$ cat config.mk
export PLATFORM = sky130hd
export DESIGN_NAME = usb_host_chirp_ctrl
export DESIGN_NICKNAME = d
export VERILOG_FILES = /design/src/rtl/usb_ulpi_pkg.sv /design/src/rtl/usb_linestate_filter.sv /design/src/rtl/usb_host_chirp_ctrl.sv
export SDC_FILE = /design/constraint.sdc
export NUM_CORES = 1
export LEC_CHECK = 0
export ABC_CLOCK_PERIOD_IN_PS = 3850
export BUFFER_PORTS_ARGS = -buffer_cell sky130_fd_sc_hd__clkbuf_2
export CAP_MARGIN = 20
export CORE_MARGIN = 10
export CORE_UTILIZATION = 50
export CTS_CLUSTER_DIAMETER = 120
export DETAILED_ROUTE_END_ITERATION = 6
export PLACE_DENSITY = 0.71
export SKIP_LAST_GASP = 1
export SYNTH_ARGS = -nofsm -noshare
export SYNTH_HDL_FRONTEND = slang
export SYNTH_SLANG_ARGS = --single-unit
$ cat constraint.sdc
create_clock -name CLK_60M -period 3.85 [get_ports CLK_60M]
set_input_delay 0 -clock CLK_60M [delete_from_list [all_inputs] [get_ports CLK_60M]]
set_output_delay 0 -clock CLK_60M [all_outputs]
set_load 0.01 [all_outputs]
$ cat src/rtl/usb_ulpi_pkg.sv
// Shared ULPI definitions for the host chirp controller: state codes,
// register addresses, FUN_CTRL/OTG_CTRL values and linestate encodings.
package usb_ulpi_pkg;

  typedef enum logic [7:0] {
    ST_IDLE         = 8'h00,
    ST_WR_OTG       = 8'h01,
    ST_WAIT_WR      = 8'h02,
    ST_WR_FUN_RST   = 8'h03,
    ST_DET_K        = 8'h04,
    ST_WAIT_K_END   = 8'h05,
    ST_TX_OPEN      = 8'h06,
    ST_CHIRP_K      = 8'h07,
    ST_CHIRP_J      = 8'h08,
    ST_TX_CLOSE     = 8'h09,
    ST_WR_FUN_HS    = 8'h0A,
    ST_WAIT_RST_END = 8'h0B,
    ST_DONE_HS      = 8'h0C,
    ST_WR_FUN_FS    = 8'h0D,
    ST_DONE_FS      = 8'h0E,
    ST_FAIL         = 8'h0F
  } chirp_state_e;

  localparam logic [5:0] ULPI_FUN_CTRL = 6'h04;
  localparam logic [5:0] ULPI_OTG_CTRL = 6'h0A;

  localparam logic [7:0] OTG_PULLDOWNS = 8'h06;
  localparam logic [7:0] FUN_CHIRP     = 8'h50;
  localparam logic [7:0] FUN_HS        = 8'h40;
  localparam logic [7:0] FUN_FS        = 8'h45;

  localparam logic [1:0] LS_SE0 = 2'b00;
  localparam logic [1:0] LS_J   = 2'b01;
  localparam logic [1:0] LS_K   = 2'b10;

  localparam logic [7:0] TX_K_BYTE = 8'h00;
  localparam logic [7:0] TX_J_BYTE = 8'hFF;

  // Where a completed register write leads; each WR_x has one successor.
  function automatic chirp_state_e wr_next(input chirp_state_e wr_state);
    case (wr_state)
      ST_WR_OTG:     return ST_WR_FUN_RST;
      ST_WR_FUN_RST: return ST_DET_K;
      ST_WR_FUN_HS:  return ST_WAIT_RST_END;
      ST_WR_FUN_FS:  return ST_DONE_FS;
      default:       return ST_IDLE;
    endcase
  endfunction

  function automatic logic is_parked(input chirp_state_e s);
    return (s == ST_IDLE) || (s == ST_DONE_HS) || (s == ST_DONE_FS) || (s == ST_FAIL);
  endfunction

endpackage

$ cat src/rtl/usb_linestate_filter.sv
// Contiguous-linestate run counter. With match_en_i low it is a plain
// saturating cycle counter; clr_i always wins.
module usb_linestate_filter #(
  parameter int unsigned W = 16
) (
  input  logic         CLK_60M,
  input  logic         NRST_A_USB,
  input  logic         clr_i,
  input  logic         match_en_i,
  input  logic [1:0]   linestate_i,
  input  logic [1:0]   target_i,
  output logic [W-1:0] cnt_o
);

  logic [W-1:0] cnt_q;
  logic [W-1:0] cnt_d;

  always_comb begin
    cnt_d = cnt_q;
    if (clr_i || (match_en_i && (linestate_i != target_i))) begin
      cnt_d = '0;
    end else if (cnt_q != '1) begin
      cnt_d = cnt_q + 1'b1;
    end
  end

  always_ff @(posedge CLK_60M or negedge NRST_A_USB) begin
    if (!NRST_A_USB) begin
      cnt_q <= '0;
    end else begin
      cnt_q <= cnt_d;
    end
  end

  assign cnt_o = cnt_q;

endmodule

$ cat src/rtl/usb_host_chirp_ctrl.sv
// Host-side USB 2.0 HS detection: bus reset, device chirp K detection,
// host K/J chirping and final HS/FS PHY setup. Optional: HOST_CHIRP_PAIR_CNT_EN.
module usb_host_chirp_ctrl
  import usb_ulpi_pkg::*;
#(
  parameter int unsigned T_RESET   = 600000,
  parameter int unsigned T_DET_K   = 150,
  parameter int unsigned T_KJ      = 2700,
  parameter int unsigned T_STOP    = 12000,
  parameter int unsigned MAX_RETRY = 3
) (
  input  logic       CLK_60M,
  input  logic       NRST_A_USB,
  input  logic       START,
  input  logic       READY,
  input  logic [7:0] RXCMD,
  output logic       REG_EN,
  output logic       REG_RW,
  output logic [5:0] REG_ADDR,
  output logic [7:0] REG_DATA,
  input  logic       REG_DONE,
  input  logic       REG_FAIL,
  output logic [7:0] TX_DATA,
  output logic       TX_START_END,
  input  logic       TX_STRB,
  input  logic       TX_FAIL,
  output logic       HS_MODE,
  output logic       FS_MODE,
  output logic       BUSY,
  output logic       ERR,
  output logic [7:0] STATE
`ifdef HOST_CHIRP_PAIR_CNT_EN
  ,
  output logic [7:0] CHIRP_PAIRS
`endif
);

  localparam int unsigned STOP_I = T_RESET - T_STOP;
  localparam int unsigned KJ_I   = T_KJ - 1;
  localparam logic [19:0] RST_END = T_RESET[19:0];
  localparam logic [19:0] STOP_AT = STOP_I[19:0];
  localparam logic [15:0] DETK_LEN = T_DET_K[15:0];
  localparam logic [15:0] KJ_LAST  = KJ_I[15:0];

  chirp_state_e state_q, state_d;
  chirp_state_e wr_ret_q, wr_ret_d;
  logic [3:0]   retry_q, retry_d;
  logic [19:0]  rst_tmr_q, rst_tmr_d;
  logic [15:0]  phase_cnt;
  logic         start_seq;
  logic [1:0]   linestate;
  logic         unused_inputs;

`ifdef HOST_CHIRP_PAIR_CNT_EN
  logic [7:0] pairs_q, pairs_d;
  logic [7:0] pairs_inc;
  assign pairs_inc = (pairs_q == 8'hFF) ? pairs_q : pairs_q + 8'd1;
  assign CHIRP_PAIRS = pairs_q;
`endif

  assign linestate     = RXCMD[1:0];
  // Chirp timing is cycle-based; the byte strobe and RXCMD flag bits are not needed.
  assign unused_inputs = ^{RXCMD[7:2], TX_STRB};

  // phase_cnt doubles as the K-run counter while in DET_K.
  usb_linestate_filter #(.W(16)) u_ls_filter (
    .CLK_60M     (CLK_60M),
    .NRST_A_USB  (NRST_A_USB),
    .clr_i       (state_d != state_q),
    .match_en_i  (state_q == ST_DET_K),
    .linestate_i (linestate),
    .target_i    (LS_K),
    .cnt_o       (phase_cnt)
  );

  always_comb begin
    state_d      = state_q;
    wr_ret_d     = wr_ret_q;
    retry_d      = retry_q;
    rst_tmr_d    = (rst_tmr_q == '1) ? rst_tmr_q : rst_tmr_q + 20'd1;
    start_seq    = 1'b0;
    REG_EN       = 1'b0;
    REG_RW       = 1'b0;
    REG_ADDR     = 6'h00;
    REG_DATA     = 8'h00;
    TX_DATA      = TX_K_BYTE;
    TX_START_END = 1'b0;
`ifdef HOST_CHIRP_PAIR_CNT_EN
    pairs_d      = pairs_q;
`endif

    case (state_q)
      ST_IDLE: begin
        if (START && READY) begin
          start_seq = 1'b1;
          state_d   = ST_WR_OTG;
        end
      end
      ST_DONE_HS, ST_DONE_FS, ST_FAIL: begin
        if (START) begin
          start_seq = 1'b1;
          state_d   = ST_WR_OTG;
        end
      end
      ST_WR_OTG: begin
        REG_EN   = 1'b1;
        REG_RW   = 1'b1;
        REG_ADDR = ULPI_OTG_CTRL;
        REG_DATA = OTG_PULLDOWNS;
        wr_ret_d = ST_WR_OTG;
        state_d  = ST_WAIT_WR;
      end
      ST_WR_FUN_RST: begin
        REG_EN   = 1'b1;
        REG_RW   = 1'b1;
        REG_ADDR = ULPI_FUN_CTRL;
        REG_DATA = FUN_CHIRP;
        wr_ret_d = ST_WR_FUN_RST;
        state_d  = ST_WAIT_WR;
      end
      ST_WR_FUN_HS: begin
        REG_EN   = 1'b1;
        REG_RW   = 1'b1;
        REG_ADDR = ULPI_FUN_CTRL;
        REG_DATA = FUN_HS;
        wr_ret_d = ST_WR_FUN_HS;
        state_d  = ST_WAIT_WR;
      end
      ST_WR_FUN_FS: begin
        REG_EN   = 1'b1;
        REG_RW   = 1'b1;
        REG_ADDR = ULPI_FUN_CTRL;
        REG_DATA = FUN_FS;
        wr_ret_d = ST_WR_FUN_FS;
        state_d  = ST_WAIT_WR;
      end
      ST_WAIT_WR: begin
        if (REG_DONE) begin
          retry_d = '0;
          state_d = wr_next(wr_ret_q);
        end else if (REG_FAIL) begin
          if (({28'd0, retry_q} + 32'd1) > MAX_RETRY) begin
            state_d = ST_FAIL;
          end else begin
            retry_d = retry_q + 4'd1;
            state_d = wr_ret_q;
          end
        end
      end
      ST_DET_K: begin
        if (rst_tmr_q >= RST_END) begin
          state_d = ST_WR_FUN_FS;
        end else if (phase_cnt >= DETK_LEN) begin
          state_d = ST_WAIT_K_END;
        end
      end
      ST_WAIT_K_END: begin
        if (rst_tmr_q >= STOP_AT) begin
          state_d = ST_WR_FUN_FS;
        end else if (linestate != LS_K) begin
          state_d = ST_TX_OPEN;
        end
      end
      ST_TX_OPEN: begin
        TX_START_END = 1'b1;
        state_d      = TX_FAIL ? ST_FAIL : ST_CHIRP_K;
      end
      ST_CHIRP_K: begin
        if (TX_FAIL) begin
          state_d = ST_FAIL;
        end else if (phase_cnt >= KJ_LAST) begin
          state_d = ST_CHIRP_J;
        end
      end
      ST_CHIRP_J: begin
        TX_DATA = TX_J_BYTE;
        if (TX_FAIL) begin
          state_d = ST_FAIL;
        end else if (phase_cnt >= KJ_LAST) begin
`ifdef HOST_CHIRP_PAIR_CNT_EN
          pairs_d = pairs_inc;
`endif
          // Stop decision only at the end of a J so the chirp train ends on J.
          if (rst_tmr_q >= STOP_AT) begin
`ifdef HOST_CHIRP_PAIR_CNT_EN
            state_d = (pairs_inc < 8'd3) ? ST_FAIL : ST_TX_CLOSE;
`else
            state_d = ST_TX_CLOSE;
`endif
          end else begin
            state_d = ST_CHIRP_K;
          end
        end
      end
      ST_TX_CLOSE: begin
        TX_START_END = 1'b1;
        state_d      = ST_WR_FUN_HS;
      end
      ST_WAIT_RST_END: begin
        if (rst_tmr_q >= RST_END) begin
          state_d = ST_DONE_HS;
        end
      end
      default: begin
        state_d = ST_IDLE;
      end
    endcase

    if (start_seq) begin
      retry_d = '0;
`ifdef HOST_CHIRP_PAIR_CNT_EN
      pairs_d = 8'd0;
`endif
    end
    if ((state_d == ST_DET_K) && (state_q != ST_DET_K)) begin
      rst_tmr_d = '0;
    end
  end

  always_ff @(posedge CLK_60M or negedge NRST_A_USB) begin
    if (!NRST_A_USB) begin
      state_q   <= ST_IDLE;
      wr_ret_q  <= ST_IDLE;
      retry_q   <= '0;
      rst_tmr_q <= '0;
`ifdef HOST_CHIRP_PAIR_CNT_EN
      pairs_q   <= '0;
`endif
    end else begin
      state_q   <= state_d;
      wr_ret_q  <= wr_ret_d;
      retry_q   <= retry_d;
      rst_tmr_q <= rst_tmr_d;
`ifdef HOST_CHIRP_PAIR_CNT_EN
      pairs_q   <= pairs_d;
`endif
    end
  end

  assign HS_MODE = (state_q == ST_DONE_HS);
  assign FS_MODE = (state_q == ST_DONE_FS);
  assign ERR     = (state_q == ST_FAIL);
  assign BUSY    = !is_parked(state_q);
  assign STATE   = state_q;

endmodule

* Word level (Yosys, flattened, before mapping)
Cells that the tools add are included.
Word-level totals: word-level logic and storage cells 95, bits in writable memories 0, register bits 56, ROM bits 0, output and inout port bits 37, memories 0, input port bits 16, latch bits 0
Operators by class: muxes and demuxes 36, equality and inequality tests 27, shift operators 0, $add $sub $neg 4, $mul 0, magnitude comparators 5, bitwise operators 0, div/mod/pow operators 0, reductions and logical operators 18
Operator list (number):
- $mux W8 | 15
- $pmux W8 S11 | 1
- $eq A8 B4 Y1 const B | 10
- $eq A8 B3 Y1 const B | 5
- $ge A20 B20 Y1 const B | 2
- $mux W20 | 2
- $mux W16 | 2
- $pmux W8 S4 | 1
- $mux W4 | 7
- $pmux W7 S4 | 1
- $eq A8 B2 Y1 const B | 3
- $add A20 B1 Y20 const B | 1
- $eq A20 B20 Y1 const B | 1
- $add A16 B1 Y16 const B | 1
- $eq A8 B1 Y1 const B | 2
- $ge A16 B12 Y1 const B | 1
- $ge A16 B8 Y1 const B | 1
- $ne A16 B16 Y1 const B | 1
- $pmux W4 S4 | 1
- $logic_not A8 Y1 | 1
- $ne A8 B3 Y1 const B | 1
- $ne A8 B8 Y1 | 1
- $pmux W4 S2 | 1
- $reduce_or A3 Y1 | 2
- other kinds (17) | 26

* Depth between registers and ports, before layout
depth in word-level cells 9, gate-level depth with buffers 11, depth with buffers taken out 9

* Hierarchy
A second synthesis with hierarchy kept.
Unflattened totals: cells, all modules 439, area, all modules 3624.7 um^2
Modules (own cells, without submodules):
- usb_host_chirp_ctrl | instances 1, area an instance 2728.9 um^2, seq. area each 900.9 um^2, cells an instance 344
- usb_linestate_filter | instances 1, area an instance 895.9 um^2, seq. area each 400.4 um^2, cells an instance 95

* Worst setup path after synthesis
Ideal clock, no wire load.
kind flip-flop to flip-flop, from reg state_q[7], in the netlist STATE[7], to reg u_ls_filter.cnt_q[2], in the netlist u_ls_filter.cnt_o[2], path buffers 2, period minus slack after synthesis 2.834 ns, path slack 1.016 ns, data required time 3.783 ns, cell stages (with the launch flop) 10, library setup time 0.067 ns, data arrival time 2.767 ns, path through dfrtp_1 nor4_2 buf_2 and3_1 o21ai_0 a21o_1 a31o_1 a222oi_1 buf_4 o2111a_1
Between the ends: longest elaborated chain between the ends 6, elaborated cells between the ends (all ways) 37, those cells by class 16 x eq/ne; 15 x mux; 6 x reduce/logical
Ends and longest elaborated chain:
- start: declaration | line usb_host_chirp_ctrl.sv:45 | chirp_state_e state_q, state_d;
- start signal: assignment | line usb_host_chirp_ctrl.sv:230 | state_q <= state_d;
- $eq A8 B4 Y1, or another cell as far along | line usb_host_chirp_ctrl.sv:92 | case (state_q)
- $reduce_or A4 Y1 (no source line), or another cell as far along
- $pmux W8 S11 | line usb_host_chirp_ctrl.sv:92
- $ne A8 B8 Y1 | line usb_host_chirp_ctrl.sv:69 | .clr_i (state_d != state_q),
- $logic_or A1 B1 Y1 * | line usb_linestate_filter.sv:20 | if (clr_i || (match_en_i && (linestate_i != target_i))) begin
- $mux W16 / $reduce_bool A2 Y1 (equally long branches)
- end signal: assignment | line usb_linestate_filter.sv:31 | cnt_q <= cnt_d;
- end: declaration | line usb_linestate_filter.sv:15 | logic [W-1:0] cnt_q;
Mark *: on every way between the ends. The rest lies on a longest branch, timed or not. A chain may end at the register's enable or synchronous reset.

* Worst setup path after layout
from reg state_q[0], in the netlist STATE[0], to reg rst_tmr_q[11]
Between the ends: longest elaborated chain between the ends 6, elaborated cells between the ends (all ways) 37, those cells by class 18 x eq/ne; 15 x mux; 4 x reduce/logical
Ends and longest elaborated chain:
- $eq A8 B4 Y1, or another cell as far along | line usb_host_chirp_ctrl.sv:92
- $reduce_or A4 Y1 (no source line), or another cell as far along
- $pmux W8 S11 | line usb_host_chirp_ctrl.sv:92
- $eq A8 B3 Y1 | line usb_host_chirp_ctrl.sv:215 | if ((state_d == ST_DET_K) && (state_q != ST_DET_K)) begin
- $logic_and A1 B1 Y1 * | line usb_host_chirp_ctrl.sv:215
- $ne A2 B1 Y1 (no source line) / $mux W20 (equally long branches)
- end signal: assignment | line usb_host_chirp_ctrl.sv:233 | rst_tmr_q <= rst_tmr_d;
- end: declaration | line usb_host_chirp_ctrl.sv:48 | logic [19:0] rst_tmr_q, rst_tmr_d;
Marked as above.

==> flow_metrics.py <==
metrics = {
    "run_status": {
        "status": "complete, no violations",
    },
    "layout": {
        "final.fill_count": 703,
        "diodes": 0,
        "final_util_pct": 56.06,
        "syn_to_final_growth_pct": 8.036,
        "fin_nets": 491,
        "drive_above_1_share_pct": 15.11,
    },
    "sta": {
        "max-slew-margin-rel_pct": 55.31,
        "hold_viol": 0,
        "finalSetupTns_ns": 0,
        "post-route-min-period_ns": 2.994,
        "hold_ws_ns": 0.1139,
        "clock-skew-final_ns": 0.008416,
        "drv_slew": 0,
        "tightest_slew_ns": 0.6704,
        "rsz0062_at_grt": "no",
        "setup_viol": 0,
        "fmax_mhz": 334.0,
        "finalCritPeriodShare_pct": 77.77,
    },
    "yosys": {
        "async_reset_ff_share_pct": 100.0,
        "syn_area_um2": 3784,
        "ys_seq_elements": 52,
        "syn-instance-count": 446,
        "yosysUniqueCellTypes": 74,
        "yosys_warnings": 0,
        "synth-main-ff-cell": "dfrtp_1",
        "synth_edf_count": 0,
        "syn_avg_cell_area_um2": 8.483,
        "ys_seq_area_share_pct": 34.39,
    },
    "routing": {
        "vias": 3328,
        "drc": 0,
        "ant_nets": 0,
        "dr.pass1.iters": 5,
        "vias_per_cell": 5.849,
        "finalWirelength_um": 8830,
        "wl_per_cell_um": 15.52,
        "drt-initial-drc-count": 185,
    },
    "worst_setup_path": {
        "crit_path_end_kind": "register",
        "start_kind": "register",
        "crit_fanout": 20,
        "required_ns": 4.05,
        "worstSetupPathType": "reg -> reg",
        "cp_data_arrival_time_ns": 3.19,
    },
    "clocking": {
        "max-clock-path-buffers": 2,
        "clk_pin_slew_ns": 0.10,
        "root_buffer": "clkbuf_8",
        "numClockSinks": 52,
        "cts_tree": "yes",
        "cts-buffers-inserted": 5,
        "htreeDepth": 2,
        "postCtsSetupBuffers": 0,
        "clock_latency_ns": 0.31,
    },
    "die": {
        "io_pins": 53,
        "core_um2": 7292,
        "rows": 31,
        "dieArea_um2": 11450,
        "die_y_um": 107.0,
        "die_w_um": 107.0,
        "initial_core_util_pct": 51.89,
    },
    "global_routing": {
        "grt_pass1_vias": 3192,
        "grt_util_all_layers_pct": 15.69,
        "grt_max_degree": 53,
        "antenna_found_initial": 0,
        "overflow": 0,
        "grt_pass1_wl_um": 15190,
    },
    "power": {
        "vdd_drop_max_uv": 311.7,
        "seq_power_share_pct": 51.5,
        "switching_share_pct": 33.29,
        "switchingPower_w": 0.0004828,
        "leakage_nw": 1.784,
        "power_density_nw_per_um2": 354.8,
        "clock_power_share_pct": 27.2,
        "combPwrFrac_pct": 21.3,
        "p_int_w": 0.0009676,
    },
    "run": {
        "cap_violations": 0,
    },
    "placed_design": {
        "gp_congestion": 0.9387,
        "port_buffers": 39,
        "hpwl_um": 6383,
    },
    "worst_hold_path": {
        "hp-class": "in -> reg",
    },
}
-- cell usage in the layout, fill, tap and decap left out, types with 7 or more instances in the layout --
| cell type | n |
|---|---|
| and4_1 | 8 |
| a21oi_1 | 16 |
| buf_4 | 7 |
| a31oi_1 | 12 |
| xor2_1 | 17 |
| inv_1 | 13 |
| o21ai_0 | 13 |
| nor3_1 | 7 |
| nand2_1 | 35 |
| clkbuf_2 | 39 |
| nand2b_1 | 7 |
| xnor2_1 | 13 |
| and3_1 | 22 |
| nand4_1 | 12 |
| nand3_1 | 21 |
| nor2_1 | 56 |
| conb_1 | 10 |
| dfrtp_1 | 52 |
-- metal layers --
metal	vias to the layer above	part of all wire (%)	global-route usage, %
met4	0	0.85	4.062
met2	89	45	24.01
met1	1597	47	21.43
met3	8	6.7	4.072
met5	-	0	0
li1	1634	-	-
-- worst max-delay path: stages, from the launching register on --
cell and delay (ns):
dfrtp_1 0.63, buf_4 0.30, nand3_1 0.18, nor3_1 0.09, a22oi_1 0.36, or4b_1 0.62
nor4b_2 0.31, buf_4 0.28, nor2_1 0.09
-- path summary, 6_finish.rpt --
kind	depth (start not counted)	slack [ns]	start	endpoint
setup / recovery	8	0.86	STATE[0]	rst_tmr_q[11]
hold / removal	4	0.11	START	retry_q[1]
setup reg to reg	8	0.86	STATE[0]	rst_tmr_q[11]
hold reg to reg	2	0.54	retry_q[3]	retry_q[3]
max in group asynchronous	3	3.06	NRST_A_USB	rst_tmr_q[4]
min in group asynchronous	3	0.33	NRST_A_USB	wr_ret_q[3]
-- registers in the layout, summed over array words and instances (netlist names) --
| signal | count |
|---|---|
| STATE | 8 |
| retry_q | 4 |
| rst_tmr_q | 20 |
| u_ls_filter.cnt_o | 16 |
| wr_ret_q | 4 |
-- Yosys cell counts (3+ instances only) --
| cell | instances | area, um^2 |
|---|---|---|
| a21oi_1 | 16 | 80.08 |
| a31oi_1 | 12 | 75.07 |
| xor2_1 | 17 | 148.9 |
| o21ai_0 | 13 | 65.06 |
| nor4_1 | 4 | 25.02 |
| buf_4 | 16 | 120.1 |
| o41ai_1 | 3 | 26.28 |
| clkbuf_1 | 10 | 37.54 |
| nand2b_1 | 7 | 43.79 |
| nor2_1 | 56 | 210.2 |
| o21a_1 | 4 | 30.03 |
| nor2b_1 | 6 | 37.54 |
| nand3b_1 | 3 | 22.52 |
| o22ai_1 | 3 | 18.77 |
| nand4_1 | 12 | 75.07 |
| nor3_1 | 7 | 35.03 |
| o31ai_1 | 4 | 30.03 |
| and2_1 | 6 | 37.54 |
| and3_1 | 22 | 137.6 |
| dfrtp_1 | 52 | 1301 |
| nand3_1 | 21 | 105.1 |
| inv_1 | 13 | 48.80 |
| ha_1 | 6 | 75.07 |
| buf_2 | 11 | 55.05 |
| nand2_1 | 35 | 131.4 |
| and4_1 | 8 | 70.07 |
| xnor2_1 | 13 | 113.9 |
| or3_1 | 3 | 18.77 |
| a22oi_1 | 5 | 37.54 |
-- stage by stage --
stage	cells	cell area, um^2	worst slack (ns)	total power, W
6_report	569	4088	0.8559	0.001450
5_1_grt	569	4088	0.6444	0.001548
4_1_cts	569	4088	0.8926	0.001459
3_5_place_dp	560	3963	0.9246	0.001063
3_3_place_gp	560	3963	0.9670	0.001049
2_1_floorplan	455	3817	1.016	0.0009765
-- power groups by stage --
| stage | sequential [W] | clock, W | combinational, W |
|---|---|---|---|
| after floorplan | 0.000730 | 0 | 0.000246 |
| after global placement | 0.000751 | 0 | 0.000297 |
| after detailed placement | 0.000754 | 0 | 0.000309 |
| after CTS | 0.000745 | 0.000403 | 0.000311 |
| after global routing | 0.000765 | 0.000423 | 0.000360 |
| final | 0.000747 | 0.000395 | 0.000309 |
-- logic make-up (layout without fill, tap and decap cells) --
group                      Yosys count  count (layout)  share of synthesized area, %
and+or+nand+nor                    213             213                         31.38
AOI/OAI and AO/OA                   87              87                         16.63
buffers and inverters               53              68                         7.440
DFF                                 52              52                         34.39
xor gates and xnor gates            30              30                         6.944
adders and majority gates            6               6                         1.984
muxes                                4               4                         1.124
other                                1              10                       0.09911
-- repair_timing --
| action | in CTS | in global routing |
|---|---|---|
| hold buffers | 1 | 0 |
| gates resized for setup | 0 | 0 |
| endpoints found under the hold margin | 52 | 0 |
-- layout make-up --
cell class | count | area [um^2] | area share, %
flip-flops and latches | 52 | 1301 | 31.83
clock buffers | 5 | 68.82 | 1.684
clock inverters | 3 | 46.29 | 1.133
multi-input cells | 350 | 2241 | 54.82
inverters | 13 | 48.80 | 1.194
well taps | 99 | 123.9 | 3.030
repair buffers | 47 | 257.7 | 6.305
No activity file was read; power rests on OpenSTA's default activity.
